## config.mk

```make
export PLATFORM = sky130hd
export DESIGN_NAME = rope_frame_scheduler
export DESIGN_NICKNAME = d
export VERILOG_FILES = /design/src/rtl/rope_frame_scheduler.sv
export SDC_FILE = /design/constraint.sdc
export NUM_CORES = 1
export LEC_CHECK = 0
export ABC_AREA = 1
export CAP_MARGIN = 15
export CORE_MARGIN = 3
export CORE_UTILIZATION = 37
export DETAILED_ROUTE_END_ITERATION = 7
export HOLD_SLACK_MARGIN = 0.15
export PLACE_DENSITY_LB_ADDON = 0.3
export SYNTH_ARGS = -nofsm -noshare
export SYNTH_HDL_FRONTEND = slang
export SYNTH_SLANG_ARGS = --single-unit
```

## constraint.sdc

```tcl
create_clock -name clk -period 1.7 [get_ports clk]
set_clock_uncertainty 0.15 [all_clocks]
set_input_delay 0.34 -clock clk [delete_from_list [all_inputs] [get_ports clk]]
set_output_delay 0.34 -clock clk [all_outputs]
set_load 0.02 [all_outputs]
```

## src/rtl/rope_frame_scheduler.sv

```systemverilog
// Per-frame rope sequencer: latch pointer, issue STEPS physics steps, copy NODES nodes, swap buffers.
// Optional step watchdog is enabled by defining ROPE_WATCHDOG_EN.
module rope_frame_scheduler #(
  parameter int NODES   = 20,
  parameter int STEPS   = 4,
  parameter int TIMEOUT = 1024
) (
  input  logic       clk,
  input  logic       reset,
  input  logic       frame_tick,
  input  logic [9:0] mouse_x,
  input  logic [9:0] mouse_y,
  output logic       step_req,
  input  logic       step_ack,
  output logic [9:0] target_x,
  output logic [9:0] target_y,
  output logic       copy_we,
  output logic [4:0] copy_idx,
  output logic       buf_sel,
  output logic       busy,
  output logic       done,
  output logic       overrun,
  output logic       timeout_err
);

  localparam logic [3:0] LAST_STEP = 4'(STEPS - 1);
  localparam logic [4:0] LAST_IDX  = 5'(NODES - 1);

  if (STEPS < 1 || STEPS > 15 || NODES < 1 || NODES > 32 || TIMEOUT < 1) begin : g_bad_cfg
    $error("rope_frame_scheduler: parameter out of range");
  end

  typedef enum logic [2:0] {
    S_IDLE = 3'd0,
    S_REQ  = 3'd1,
    S_GAP  = 3'd2,
    S_COPY = 3'd3,
    S_SWAP = 3'd4
  } state_t;

  state_t     state_q;
  logic [3:0] step_cnt_q;
  logic [9:0] target_x_q;
  logic [9:0] target_y_q;
  logic       step_req_q;
  logic       copy_we_q;
  logic [4:0] copy_idx_q;
  logic       buf_sel_q;
  logic       busy_q;
  logic       done_q;
  logic       overrun_q;

`ifdef ROPE_WATCHDOG_EN
  localparam int             WD_W    = $clog2(TIMEOUT + 1);
  localparam logic [WD_W-1:0] WD_LAST = WD_W'(TIMEOUT - 1);
  logic [WD_W-1:0] wd_q;
  logic            timeout_q;
`endif

  // Frame FSM; every output is a register updated together with the state.
  always_ff @(posedge clk) begin
    if (!reset) begin
      state_q    <= S_IDLE;
      step_cnt_q <= 4'd0;
      target_x_q <= 10'd0;
      target_y_q <= 10'd0;
      step_req_q <= 1'b0;
      copy_we_q  <= 1'b0;
      copy_idx_q <= 5'd0;
      buf_sel_q  <= 1'b0;
      busy_q     <= 1'b0;
      done_q     <= 1'b0;
      overrun_q  <= 1'b0;
`ifdef ROPE_WATCHDOG_EN
      wd_q       <= '0;
      timeout_q  <= 1'b0;
`endif
    end else begin
      done_q <= 1'b0;
      // busy_q mirrors "state is not IDLE", so ticks in SWAP also count as overrun.
      if (frame_tick && busy_q) begin
        overrun_q <= 1'b1;
      end else begin
        overrun_q <= overrun_q;
      end
      case (state_q)
        S_IDLE: begin
          if (frame_tick) begin
            target_x_q <= mouse_x;
            target_y_q <= mouse_y;
            step_cnt_q <= 4'd0;
            step_req_q <= 1'b1;
            busy_q     <= 1'b1;
            state_q    <= S_REQ;
          end else begin
            state_q <= S_IDLE;
          end
        end
        S_REQ: begin
          if (step_ack) begin
            step_req_q <= 1'b0;
            step_cnt_q <= step_cnt_q + 4'd1;
`ifdef ROPE_WATCHDOG_EN
            wd_q       <= '0;
`endif
            if (step_cnt_q == LAST_STEP) begin
              copy_we_q  <= 1'b1;
              copy_idx_q <= 5'd0;
              state_q    <= S_COPY;
            end else begin
              state_q <= S_GAP;
            end
          end
`ifdef ROPE_WATCHDOG_EN
          else if (wd_q == WD_LAST) begin
            step_req_q <= 1'b0;
            busy_q     <= 1'b0;
            timeout_q  <= 1'b1;
            wd_q       <= '0;
            state_q    <= S_IDLE;
          end else begin
            wd_q <= wd_q + WD_W'(1);
          end
`else
          else begin
            state_q <= S_REQ;
          end
`endif
        end
        S_GAP: begin
          step_req_q <= 1'b1;
          state_q    <= S_REQ;
        end
        S_COPY: begin
          if (copy_idx_q == LAST_IDX) begin
            copy_we_q  <= 1'b0;
            copy_idx_q <= 5'd0;
            done_q     <= 1'b1;
            state_q    <= S_SWAP;
          end else begin
            copy_idx_q <= copy_idx_q + 5'd1;
          end
        end
        S_SWAP: begin
          buf_sel_q <= ~buf_sel_q;
          busy_q    <= 1'b0;
          state_q   <= S_IDLE;
        end
        default: begin
          step_req_q <= 1'b0;
          copy_we_q  <= 1'b0;
          copy_idx_q <= 5'd0;
          busy_q     <= 1'b0;
          state_q    <= S_IDLE;
        end
      endcase
    end
  end

  assign step_req = step_req_q;
  assign target_x = target_x_q;
  assign target_y = target_y_q;
  assign copy_we  = copy_we_q;
  assign copy_idx = copy_idx_q;
  assign buf_sel  = buf_sel_q;
  assign busy     = busy_q;
  assign done     = done_q;
  assign overrun  = overrun_q;
`ifdef ROPE_WATCHDOG_EN
  assign timeout_err = timeout_q;
`else
  assign timeout_err = 1'b0;
`endif

endmodule

```

==> flow_summary.yaml, run 1 <==
finish:
  area_delta_synth_final_pct: 45.4
  fillers: 387
  antennaDiodeCount: 0
  nets: 295
  layout-drive-gt1-share_pct: 13.3
timing:
  maxSlewViolCount: 0
  period_share_pct: 90.4
  setup_ws_ns: 0.164
  hold_violations: 0
  rsz0062_at_grt: "no"
  timing.hold.ws_ns: 0.326
  setup_viol: 0
  period_minus_slack_ns: 1.54
  max_freq_mhz: 651
flow_run:
  max-cap-violations: 0
run_status:
  status: "completed"
setup_path:
  cp-start-kind: "register"
  crit_type: "reg2out"
  path_buf_inv: 1
  rr_startpoint: "copy_idx[0]$_SDFFE_PN0P_"
  crit_family: "flip-flops"
  worstPathMaxFanout: 5
  cp.required_ns: 1.21
  crit_path_end_kind: "output port"
  cp_cell_sequence: "dlygate4sd2_1"
  cpPeakStageDelay_ns: 0.40
  arrival_ns: 1.05
  critPathSlowestCell: "dfxtp_1"
  cp-startpoint: "copy_idx[0]$_SDFFE_PN0P_"
  rrSetupSlack_ns: 0.21
placement:
  dp_hpwl_microns: 2700
  dp_slack_ns: -0.0825
  numPortBuffers: 54
  gp_congestion: 0.767
floorplanning:
  die_h_microns: 71.5
  num_io_pins: 56
  die_area_sq_um: 5110
  start_util_pct: 39.1
  core_sq_um: 4060
  std_cell_rows: 23
  die_x_microns: 71.5
logic_synthesis:
  seq_area_frac_synth_pct: 47.9
  ys_types: 29
  syn_avg_cell_area_sq_um: 7.74
  postSynthCellCount: 205
  ys_ff_latch: 38
  yosys_warnings: 0
  synth_fp_nets: 231
  synth.cell_area_sq_um: 1590
clock_tree:
  insertion_delay_ns: 0.29
  cts_buffers: 5
  cts_sinks: 38
  clkTransAtPathRegs_ns: 0.07
  cts_root_buf: "clkbuf_8"
  post-cts-setup-buffer-count: 0
  htree_levels: 2
  clk_path_buf_depth: 2
  cts_tree: "done"
global_routing:
  grt_pass1_vias: 1367
  grt_max_degree: 24
  grt_util_all_layers_pct: 15.8
  grt_pass1_wl_microns: 6400
  grt_antenna_before_repair: 0
  overflow: 0
worst_hold_path:
  hold_start: "target_x[3]$_SDFFE_PN0P_"
  hp-class: "reg2reg"
routing:
  totalWireLength_microns: 3780
  vias_per_cell: 4.66
  wire_per_inst_microns: 11.8
  drtPass1Iterations: 4
  drtIter0Drc: 71
  drcViolationCount: 0
  ant_nets: 0
  num_vias: 1491
pwr:
  p_leak_uw: 0.00106
  cellPowerDensity_nw_per_um2: 875
  ir_drop_mv: 0.567
through the flow:
stage,area (sq um),power [uW],TNS [ns],cells,utilization (%)
after CTS,2300,2050,0,320,56.8
final,2310,2020,0,320,56.9
after global placement,2250,1440,-0.00662,312,55.5
after detailed placement,2250,1440,-0.0825,312,55.5
after global routing,2310,2130,0,320,56.9
after floorplan,1590,1230,0,205,-
final timing paths:
kind | to | cells after the start
worst min register to register | target_x[3]$_SDFFE_PN0P_ | 2
worst max register to register | copy_we$_SDFFE_PN0P_ | 10
worst max-delay path | copy_idx[0] | 1
worst min-delay path | target_x[3]$_SDFFE_PN0P_ | 2
report_power, final:
| part | leakage (uW) | switching [uW] | internal [uW] |
|---|---|---|---|
| Sequential | 0.000312 | 32.9 | 947 |
| Clock | 0.0000482 | 313 | 327 |
| Combinational | 0.000696 | 220 | 180 |
cell usage in the layout, fill, tap and decap left out, drive strengths merged, types with 2 or more instances in the layout:
| cell type | instances |
|---|---|
| nor3 | 2 |
| nor2 | 55 |
| dfxtp | 38 |
| nand3b | 2 |
| o21ai | 21 |
| clkbuf | 7 |
| nand3 | 13 |
| nand2 | 31 |
| a21oi | 15 |
| dlygate4sd2 | 31 |
| buf | 11 |
| clkdlybuf4s50 | 23 |
| nand4 | 2 |
| inv | 12 |
| ha | 2 |
logic make-up after synthesis:
logic type,share of synthesized area [%]
other cells,0.236
flops,47.9
buf+inv,5.84
simple gates,31.2
fa+ha+maj,1.58
xor+xnor,1.10
compound gates,12.1
per-layer routing:
metal | up-vias | wire length, microns | track usage, %
met5 | - | 0 | 0
met4 | 0 | 66 | 6.89
met3 | 8 | 253 | 6.17
met2 | 39 | 1700 | 24.2
met1 | 655 | 1750 | 19.7
li1 | 789 | - | -
cells in the mapped netlist (all sizes together):
library cell	n	area, sq um
nand4	2	12.5
ha	2	25.0
nor2	55	231
nand3b	2	15.0
xor2	1	8.76
clkbuf	3	12.5
conb	1	3.75
o21ai	21	105
a21oi	15	78.8
nand2	31	144
o211ai	1	7.51
dfxtp	38	761
buf	5	32.5
nand3	13	82.6
xnor2	1	8.76
inv	12	47.6
nor3	2	10.0
worst min-delay path, delay by kind of cell (launching register included):
| kind | cells | cell delay [ns] |
|---|---|---|
| simple gates | 2 | 0.12 |
| flops | 1 | 0.32 |
area by class of cell:
type                    count  area, sq um  area share (%)
well taps                  50         62.6            2.71
multi-input cells         147          736            31.9
clock inverters             1         5.00           0.217
clock buffers               7         86.3            3.74
inverters                  12         47.5            2.06
repair buffers             65          609            26.4
flip-flops and latches     38          761            33.0
sequential cells by signal, summed over array words and instances (netlist names):
register	flops
state_q	3
copy_idx	5
busy	1
buf_sel	1
overrun	1
step_req	1
copy_we	1
target_x	10
done	1
target_y	10
step_cnt_q	4
repair_timing:
action | 4_1_cts | 5_1_grt
hold buffers | 0 | 0
hold endpoints to repair | 0 | 0
gates resized for setup | 31 | 1
setup endpoints to repair | 31 | 1
Note: power is estimated with default switching activity, not from simulation.
==> run 2, diff against run 1 <==
--- a/config.mk
+++ b/config.mk
@@ -6,7 +6,7 @@
 export NUM_CORES = 1
 export LEC_CHECK = 0
 export ABC_AREA = 1
-export CAP_MARGIN = 15
+export CAP_MARGIN = 10
 export CORE_MARGIN = 3
 export CORE_UTILIZATION = 37
 export DETAILED_ROUTE_END_ITERATION = 7
==> results of run 2 <==
Final layout, timing and power as in run 1 (identical DEF).
==> run 3, diff against run 2 <==
--- a/config.mk
+++ b/config.mk
@@ -10,6 +10,7 @@
 export CORE_MARGIN = 3
 export CORE_UTILIZATION = 37
 export DETAILED_ROUTE_END_ITERATION = 7
+export GPL_ROUTABILITY_DRIVEN = 0
 export HOLD_SLACK_MARGIN = 0.15
 export PLACE_DENSITY_LB_ADDON = 0.3
 export SYNTH_ARGS = -nofsm -noshare
==> results of run 3 <==
Final layout, timing and power as in run 1 (identical DEF).
